`config.mk`:
```
export PLATFORM = sky130hd
export DESIGN_NAME = dmem_arbiter_flat
export DESIGN_NICKNAME = d
export VERILOG_FILES = /design/src/rtl/dmem_arbiter_if.sv /design/src/rtl/dmem_arbiter.sv /design/src/flat_wrapper.sv
export SDC_FILE = /design/constraint.sdc
export NUM_CORES = 1
export LEC_CHECK = 0
export BUFFER_PORTS_ARGS = -buffer_cell sky130_fd_sc_hd__clkbuf_2
export CAP_MARGIN = 5
export CORE_AREA = 2 2 116 118
export DETAILED_ROUTE_END_ITERATION = 16
export DIE_AREA = 0 0 118 120
export PLACE_DENSITY_LB_ADDON = 0.05
export REMOVE_ABC_BUFFERS = 1
export SLEW_MARGIN = 20
export SYNTH_ARGS = -nofsm -noshare
export SYNTH_HDL_FRONTEND = slang
export SYNTH_SLANG_ARGS = --single-unit
```
`constraint.sdc`:
```
create_clock -name clk -period 3.1 [get_ports clk]
set_input_delay 0.155 -clock clk [delete_from_list [all_inputs] [get_ports clk]]
set_output_delay 0.155 -clock clk [all_outputs]
set_load 0.01 [all_outputs]
```
`src/rtl/dmem_arbiter_if.sv`:
```
// Bundle of core, external and memory-side signals
// shared by the data-memory arbiter and its environment.
interface dmem_arbiter_if #(
  parameter int ADDR_WIDTH = 32,
  parameter int DATA_WIDTH = 32
);
  logic                  core_req_i;
  logic                  core_we_i;
  logic [ADDR_WIDTH-1:0] core_addr_i;
  logic [DATA_WIDTH-1:0] core_wdata_i;
  logic                  core_gnt_o;
  logic                  core_stall_o;
  logic                  core_rvalid_o;
  logic [DATA_WIDTH-1:0] core_rdata_o;

  logic                  ext_req_i;
  logic                  ext_we_i;
  logic [ADDR_WIDTH-1:0] ext_addr_i;
  logic [DATA_WIDTH-1:0] ext_wdata_i;
  logic                  ext_lock_i;
  logic                  ext_gnt_o;
  logic                  ext_rvalid_o;
  logic [DATA_WIDTH-1:0] ext_rdata_o;

  logic                  mem_write_o;
  logic                  mem_read_o;
  logic [ADDR_WIDTH-1:0] mem_addr_o;
  logic [DATA_WIDTH-1:0] mem_wdata_o;
  logic [DATA_WIDTH-1:0] mem_rdata_i;

  modport slave (
    input  core_req_i, core_we_i,
    input  core_addr_i, core_wdata_i,
    input  ext_req_i, ext_we_i,
    input  ext_addr_i, ext_wdata_i,
    input  ext_lock_i, mem_rdata_i,
    output core_gnt_o, core_stall_o,
    output core_rvalid_o, core_rdata_o,
    output ext_gnt_o, ext_rvalid_o,
    output ext_rdata_o,
    output mem_write_o, mem_read_o,
    output mem_addr_o, mem_wdata_o
  );

  modport master (
    output core_req_i, core_we_i,
    output core_addr_i, core_wdata_i,
    output ext_req_i, ext_we_i,
    output ext_addr_i, ext_wdata_i,
    output ext_lock_i, mem_rdata_i,
    input  core_gnt_o, core_stall_o,
    input  core_rvalid_o, core_rdata_o,
    input  ext_gnt_o, ext_rvalid_o,
    input  ext_rdata_o,
    input  mem_write_o, mem_read_o,
    input  mem_addr_o, mem_wdata_o
  );
endinterface

```
`src/rtl/dmem_arbiter.sv`:
```
// Round-robin data-memory arbiter between the core
// load/store port and an external port with bounded lock.
module dmem_arbiter #(
  parameter int ADDR_WIDTH    = 32,
  parameter int DATA_WIDTH    = 32,
  parameter int MAX_EXT_BURST = 8
) (
  input logic          clk,
  input logic          reset,
  dmem_arbiter_if.slave bus
);
  localparam int CW = $clog2(MAX_EXT_BURST) + 1;
  localparam logic [CW-1:0] BURST_MAX = CW'(MAX_EXT_BURST);
  localparam logic [0:0] UNLOCKED = 1'b0;
  localparam logic [0:0] LOCKED   = 1'b1;

  logic [0:0]            state;
  logic [CW-1:0]         burst_cnt;
  logic                  last_gnt;
  logic                  core_win;
  logic                  ext_win;
  logic                  burst_full;
  logic                  core_rvalid;
  logic                  ext_rvalid;
  logic [DATA_WIDTH-1:0] core_rdata;
  logic [DATA_WIDTH-1:0] ext_rdata;
  logic [ADDR_WIDTH-1:0] addr_mux;
  logic [DATA_WIDTH-1:0] wdata_mux;
  logic                  write_mux;
  logic                  read_mux;

  assign burst_full = (burst_cnt == BURST_MAX);

  // Pick at most one winner; grants are forced low during reset.
  always_comb begin
    core_win = 1'b0;
    ext_win  = 1'b0;
    if (!reset) begin
      if (state == LOCKED) begin
        ext_win  = bus.ext_req_i &
                   ~(burst_full & bus.core_req_i);
        core_win = bus.core_req_i & ~ext_win;
      end else if (bus.core_req_i & bus.ext_req_i) begin
        core_win = last_gnt;
        ext_win  = ~last_gnt;
      end else begin
        core_win = bus.core_req_i;
        ext_win  = bus.ext_req_i;
      end
    end
  end

  // Route the winner's request to the memory; idle bus is all-zero.
  always_comb begin
    write_mux = 1'b0;
    read_mux  = 1'b0;
    addr_mux  = '0;
    wdata_mux = '0;
    if (core_win) begin
      write_mux = bus.core_we_i;
      read_mux  = ~bus.core_we_i;
      addr_mux  = bus.core_addr_i;
      wdata_mux = bus.core_wdata_i;
    end else if (ext_win) begin
      write_mux = bus.ext_we_i;
      read_mux  = ~bus.ext_we_i;
      addr_mux  = bus.ext_addr_i;
      wdata_mux = bus.ext_wdata_i;
    end
  end

  // Lock FSM, burst counter and round-robin history.
  always_ff @(posedge clk or posedge reset) begin
    if (reset) begin
      state     <= UNLOCKED;
      burst_cnt <= '0;
      last_gnt  <= 1'b1;
    end else begin
      if (core_win | ext_win) last_gnt <= ext_win;
      if (!bus.ext_lock_i) begin
        state     <= UNLOCKED;
        burst_cnt <= '0;
      end else if (ext_win) begin
        state <= LOCKED;
        if (state == UNLOCKED) burst_cnt <= CW'(1);
        else if (!burst_full) burst_cnt <= burst_cnt + 1'b1;
      end else if (core_win && state == LOCKED &&
                   bus.ext_req_i) begin
        burst_cnt <= '0;
      end
    end
  end

  // Capture load data for the granted port; rvalid is a 1-cycle pulse.
  always_ff @(posedge clk or posedge reset) begin
    if (reset) begin
      core_rvalid <= 1'b0;
      ext_rvalid  <= 1'b0;
      core_rdata  <= '0;
      ext_rdata   <= '0;
    end else begin
      core_rvalid <= core_win & ~bus.core_we_i;
      ext_rvalid  <= ext_win & ~bus.ext_we_i;
      if (core_win & ~bus.core_we_i) core_rdata <= bus.mem_rdata_i;
      if (ext_win & ~bus.ext_we_i) ext_rdata <= bus.mem_rdata_i;
    end
  end

  assign bus.core_gnt_o    = core_win;
  assign bus.ext_gnt_o     = ext_win;
  assign bus.core_stall_o  = bus.core_req_i & ~core_win & ~reset;
  assign bus.core_rvalid_o = core_rvalid;
  assign bus.core_rdata_o  = core_rdata;
  assign bus.ext_rvalid_o  = ext_rvalid;
  assign bus.ext_rdata_o   = ext_rdata;
  assign bus.mem_write_o   = write_mux;
  assign bus.mem_read_o    = read_mux;
  assign bus.mem_addr_o    = addr_mux;
  assign bus.mem_wdata_o   = wdata_mux;
endmodule

```
`src/flat_wrapper.sv`:
```
// flat-port wrapper written by rule: the top's interface ports become plain ports
module dmem_arbiter_flat 
#(
  parameter int ADDR_WIDTH    = 32,
  parameter int DATA_WIDTH    = 32,
  parameter int MAX_EXT_BURST = 8
)
  (clk, reset, bus_core_req_i, bus_core_we_i, bus_core_addr_i, bus_core_wdata_i, bus_ext_req_i, bus_ext_we_i, bus_ext_addr_i, bus_ext_wdata_i, bus_ext_lock_i, bus_mem_rdata_i, bus_core_gnt_o, bus_core_stall_o, bus_core_rvalid_o, bus_core_rdata_o, bus_ext_gnt_o, bus_ext_rvalid_o, bus_ext_rdata_o, bus_mem_write_o, bus_mem_read_o, bus_mem_addr_o, bus_mem_wdata_o);
  dmem_arbiter_if #(.ADDR_WIDTH(ADDR_WIDTH), .DATA_WIDTH(DATA_WIDTH)) bus_i ();
  input logic clk;
  input logic reset;
  input wire logic [$bits(bus_i.core_req_i)-1:0] bus_core_req_i;
  input wire logic [$bits(bus_i.core_we_i)-1:0] bus_core_we_i;
  input wire logic [$bits(bus_i.core_addr_i)-1:0] bus_core_addr_i;
  input wire logic [$bits(bus_i.core_wdata_i)-1:0] bus_core_wdata_i;
  input wire logic [$bits(bus_i.ext_req_i)-1:0] bus_ext_req_i;
  input wire logic [$bits(bus_i.ext_we_i)-1:0] bus_ext_we_i;
  input wire logic [$bits(bus_i.ext_addr_i)-1:0] bus_ext_addr_i;
  input wire logic [$bits(bus_i.ext_wdata_i)-1:0] bus_ext_wdata_i;
  input wire logic [$bits(bus_i.ext_lock_i)-1:0] bus_ext_lock_i;
  input wire logic [$bits(bus_i.mem_rdata_i)-1:0] bus_mem_rdata_i;
  output wire logic [$bits(bus_i.core_gnt_o)-1:0] bus_core_gnt_o;
  output wire logic [$bits(bus_i.core_stall_o)-1:0] bus_core_stall_o;
  output wire logic [$bits(bus_i.core_rvalid_o)-1:0] bus_core_rvalid_o;
  output wire logic [$bits(bus_i.core_rdata_o)-1:0] bus_core_rdata_o;
  output wire logic [$bits(bus_i.ext_gnt_o)-1:0] bus_ext_gnt_o;
  output wire logic [$bits(bus_i.ext_rvalid_o)-1:0] bus_ext_rvalid_o;
  output wire logic [$bits(bus_i.ext_rdata_o)-1:0] bus_ext_rdata_o;
  output wire logic [$bits(bus_i.mem_write_o)-1:0] bus_mem_write_o;
  output wire logic [$bits(bus_i.mem_read_o)-1:0] bus_mem_read_o;
  output wire logic [$bits(bus_i.mem_addr_o)-1:0] bus_mem_addr_o;
  output wire logic [$bits(bus_i.mem_wdata_o)-1:0] bus_mem_wdata_o;
  assign bus_i.core_req_i = bus_core_req_i;
  assign bus_i.core_we_i = bus_core_we_i;
  assign bus_i.core_addr_i = bus_core_addr_i;
  assign bus_i.core_wdata_i = bus_core_wdata_i;
  assign bus_i.ext_req_i = bus_ext_req_i;
  assign bus_i.ext_we_i = bus_ext_we_i;
  assign bus_i.ext_addr_i = bus_ext_addr_i;
  assign bus_i.ext_wdata_i = bus_ext_wdata_i;
  assign bus_i.ext_lock_i = bus_ext_lock_i;
  assign bus_i.mem_rdata_i = bus_mem_rdata_i;
  assign bus_core_gnt_o = bus_i.core_gnt_o;
  assign bus_core_stall_o = bus_i.core_stall_o;
  assign bus_core_rvalid_o = bus_i.core_rvalid_o;
  assign bus_core_rdata_o = bus_i.core_rdata_o;
  assign bus_ext_gnt_o = bus_i.ext_gnt_o;
  assign bus_ext_rvalid_o = bus_i.ext_rvalid_o;
  assign bus_ext_rdata_o = bus_i.ext_rdata_o;
  assign bus_mem_write_o = bus_i.mem_write_o;
  assign bus_mem_read_o = bus_i.mem_read_o;
  assign bus_mem_addr_o = bus_i.mem_addr_o;
  assign bus_mem_wdata_o = bus_i.mem_wdata_o;
  dmem_arbiter #(.ADDR_WIDTH(ADDR_WIDTH), .DATA_WIDTH(DATA_WIDTH), .MAX_EXT_BURST(MAX_EXT_BURST)) u_core (.clk(clk), .reset(reset), .bus(bus_i));
endmodule
```
After elaboration in Yosys (flattened, before gate mapping)
Cells that the tools add are included.
- register bits: 72
- input bits: 167
- add/subtract/negate cells: 1
- equality and inequality tests: 4
- mux-type cells: 21
- bitwise operators: 16
- reductions and logical operators: 3
- operators by type and width (kind ; number):
    two-way mux 32 bit ; 4
    two-way mux 4 bit ; 5
    two-way mux 1 bit ; 12
    AND 1 bit ; 8
    NOT 1 bit ; 7
    adder 4 x 1 -> 4 bit (second input constant) ; 1
    equality test 4 bit (second input constant) ; 1
    inequality test 4 bit (second input constant) ; 1
    inequality test 3 x 1 -> 1 bit (second input constant) ; 1
    logical AND 1 bit ; 2
    inequality test 2 x 1 -> 1 bit (second input constant) ; 1
    AND reduction 2 bit ; 1
    bitwise OR 1 bit ; 1

Depth between registers and ports, before layout
- depth after elaboration: 13
- depth in mapped cells: 9
- gate-level depth less buffers: 7

Worst setup path after synthesis
Ideal clock, no wire load.
- kind: reg-to-output
- start point: register u_core.burst_cnt[0]
- end point: output port bus_mem_wdata_o[10]
- data arrival time: 1781 ps
- slack: 1164 ps
- stages on the path, launching flop included: 10
- path buffers: 3
- cell sequence: dfrtp_1 > inv_1 > ha_1 > nand4b_4 > a21bo_1 > and2_1 > buf_2 > buf_6 > buf_6 > a22o_1
- word-level cells in the longest chain between the ends: 9
- ends and longest elaborated chain (item ; line ; text):
    from (decl) ; dmem_arbiter.sv:18 ; logic [CW-1:0] burst_cnt;
    from (signal assigned) ; dmem_arbiter.sv:86 ; else if (!burst_full) burst_cnt <= burst_cnt + 1'b1;
    equality test 4 bit * ; dmem_arbiter.sv:32 ; assign burst_full = (burst_cnt == BURST_MAX);
    AND 1 bit * ; dmem_arbiter.sv:41 ; ~(burst_full & bus.core_req_i);
    NOT 1 bit * ; dmem_arbiter.sv:41 ;
    AND 1 bit * ; dmem_arbiter.sv:40 ; ext_win = bus.ext_req_i &
    NOT 1 bit ; dmem_arbiter.sv:42 ; core_win = bus.core_req_i & ~ext_win;
    AND 1 bit ; dmem_arbiter.sv:42 ;
    two-way mux 1 bit ; dmem_arbiter.sv:39 ; if (state == LOCKED) begin
    two-way mux 1 bit ; dmem_arbiter.sv:38 ; if (!reset) begin
    two-way mux 32 bit * ; dmem_arbiter.sv:59 ; if (core_win) begin
    to (decl) ; flat_wrapper.sv:32 ; output wire logic [$bits(bus_i.mem_wdata_o)-1:0] bus_mem_wdata_o;
Every way passes the cells marked *; elsewhere a longest branch is shown, timed or not.

Worst setup path after layout
- start point: register u_core.burst_cnt[0]
- end point: output port bus_mem_wdata_o[26]
Same word-level chain as after synthesis.

==> impl_metrics.ini <==
[status]
status = complete, no violations

[pwr]
power_density_nw_per_um2 = 597
combinationalPowerShare_pct = 30.3
p_sw_share_pct = 30.2
clock_power_share_pct = 30.4
intPower_w = 0.00227
seqPwrFrac_pct = 39.4
power_switching_w = 0.000984
ir_worst_vdd_v = 0.000355
leakagePower_nw = 2.98

[route]
first_pass_iters = 4
vias = 3510
avgRoutedWirePerCell_um = 18.4
drt_iter0_markers = 164
finalWirelength_um = 13700
drc = 0
antenna_left = 0
drt-vias-per-instance = 4.69

[logic_synthesis]
yosysTopAreaCell = dfrtp_1
synthDominantCellAreaShare_pct = 50.2
synthCells = 272
yosysUniqueCellTypes = 34
synthTopCellsByCount = 71 x dfrtp_1, 65 x a22o_1, 46 x mux2_2
syn_area_per_cell_um2 = 13.0
synthesis.area_um2 = 3540
ys_warn_count = 0
synth_edf_count = 0
synth_flop_cell = dfrtp_1
ys_async_sr_fraction_pct = 100
synth.area.top_cells = dfrtp_1 50%, a22o_1 16%, mux2_2 15%, mux2_1 5.7%, buf_2 1.7%
ys_seq_area_share_pct = 50.9
yosysMostFrequentCell = dfrtp_1
yosys_register_bits = 72

[sta]
finalCritPeriodShare_pct = 92.3
fin_ws_ns = 0.237
finalCriticalPeriod_ns = 2.86
drv_slew = 0
finalClockSkew_ns = 0.00984
setup_violations = 0
rsz0062_at_grt = false
worstMarginPinSlew_ns = 0.930
finalHoldViolCount = 0
slew_headroom_pct = 38.0
clock.fmax_ghz = 0.349
timing.hold.ws_ns = 0.0569

[grt]
grt_usage_pct = 18.9
grt_start_max_net_pins = 73
antenna_found_initial = 0
grt_pass1_vias = 3334
grt.overflow.total = 0
grt_pass1_wl_um = 19900

[clock_tree]
post-cts-setup-buffers = 0
cts_buffers = 9
htree_levels = 3
cts_tree = yes
ctsResizeCount = 0
clock_latency_ns = 0.33
clock-sinks = 72
clock-root-buffer = clkbuf_16
clock_path_buffers = 2
path_clk_slew_ns = 0.06
ctsHoldBuffers = 0

[worst_setup_path]
path_class = reg -> out
start_kind = register
cp.required_ns = 2.94
setup.worst_path.end_class = output pin
max_stage_delay_ns = 0.62
worst-path-buf-inv = 3
cp_top_family = simple AND/OR/NAND/NOR gates
crit_fanout = 39
critPathArrivalTime_ns = 2.71
crit_chain = inv_1, ha_1, nand4b_4, a21bo_1, and2_2, buf_4, a22o_1, clkbuf_2
r2r_slack_ns = 0.84
cp_slowest_cell = and2_2

[layout]
instances_no_fill = 748
multi_input_area_um2 = 1570
n_antenna_cell = 0
fill_cells = 1301
drive_gt1_share_pct = 65.2
nets = 736
area_growth_pct = 54.0
seq_area_um2 = 1800

[die]
start_util_pct = 27.3
dieArea_um2 = 14200
io_pins = 302
die_h_um = 120
coreArea_um2 = 13000
die_w_um = 118
num_rows = 42

[hold_path]
hp-class = in -> reg

[job]
maxCapViolations = 0

[place]
place.gp.congestion = 0.831
dp_slack_ns = 0.600
post-dp-hpwl_um = 11200
numPlacedInstances = 732
portBuffers = 301
metrics by stage:
step / util (%) / setup TNS, ns / cell area, µm² / power [W]
finish: 42.0 / 0 / 5460 / 0.00325
global placement: 39.8 / 0 / 5170 / 0.00229
global route: 42.0 / 0 / 5460 / 0.00346
detailed placement: 39.8 / 0 / 5170 / 0.00230
floorplan: - / -4.45 / 3410 / 0.00177
CTS: 42.0 / 0 / 5460 / 0.00330
path summary, 6_finish.rpt:
path,startpoint,cells past startpoint,endpoint
worst max-delay path,u_core.burst_cnt[0],8,bus_mem_wdata_o[26]
worst min-delay path,bus_mem_rdata_i[23],2,u_core.bus.core_rdata_o[23]
worst max register to register,u_core.burst_cnt[0],8,u_core.bus.core_rdata_o[8]
worst min register to register,u_core.bus.core_rdata_o[5],1,u_core.bus.core_rdata_o[5]
max in group asynchronous,reset,3,u_core.bus.ext_rdata_o[10]
min in group asynchronous,reset,3,u_core.state
power groups by stage:
stage / combinational [W] / clock [W] / sequential [W]
after floorplan: 0.000374 / 0 / 0.00139
after global placement: 0.000999 / 0 / 0.00129
after detailed placement: 0.00100 / 0 / 0.00130
after CTS: 0.00101 / 0.00101 / 0.00129
after global routing: 0.00107 / 0.00107 / 0.00131
final: 0.000985 / 0.000988 / 0.00128
flip-flops by register name, indices dropped and copies added, names as in the netlist:
name / cells
u_core.bus.core_rdata_o: 32
u_core.bus.ext_rdata_o: 32
u_core.burst_cnt: 4
u_core.bus.core_rvalid_o: 1
u_core.bus.ext_rvalid_o: 1
u_core.last_gnt: 1
u_core.state: 1
worst register-to-register path: cells and delay by family (launching register included):
kind | cells | cell delay (ns)
AOI/OAI and AO/OA | 1 | 0.22
adders and majority gates | 1 | 0.21
buffers and inverters | 3 | 0.71
DFF | 1 | 0.40
muxes | 1 | 0.39
and+or+nand+nor | 2 | 0.22
logic make-up after synthesis:
family | after synthesis | share of synthesized area (%)
AO/OA/AOI/OAI | 77 | 18.7
adder cells (fa/ha/maj) | 2 | 0.706
buffers and inverters | 31 | 4.77
flip-flops | 72 | 50.9
multiplexers | 64 | 20.3
AND/OR/NAND/NOR | 26 | 4.63
cells in the final DEF (no fill, tap or decap), types with 3 or more instances in the layout:
cell,n
a22o_1,65
buf_4,5
dfrtp_1,71
nand3_1,3
nor2_1,3
mux2_1,18
nand2_1,5
clkbuf_1,3
mux2_2,46
clkbuf_16,9
inv_1,7
a21oi_1,3
clkbuf_2,301
routing by layer:
layer  global-route usage [%]  wire, µm  vias up
li1                         -         -     1612
met1                     23.3      5660     1697
met2                     30.8      6560      174
met3                     6.32      1220       27
met4                     6.70       306        0
met5                        0         0        -
layout make-up:
| type | instances | share of cell area, % |
|---|---|---|
| Sequential cell | 72 | 33.0 |
| Multi-Input combinational cell | 169 | 28.8 |
| Clock inverter | 4 | 0.871 |
| Timing Repair Buffer | 306 | 28.3 |
| Tap cell | 176 | 4.04 |
| Clock buffer | 12 | 4.33 |
| Inverter | 9 | 0.619 |
Note: power is estimated with default switching activity, not from simulation.
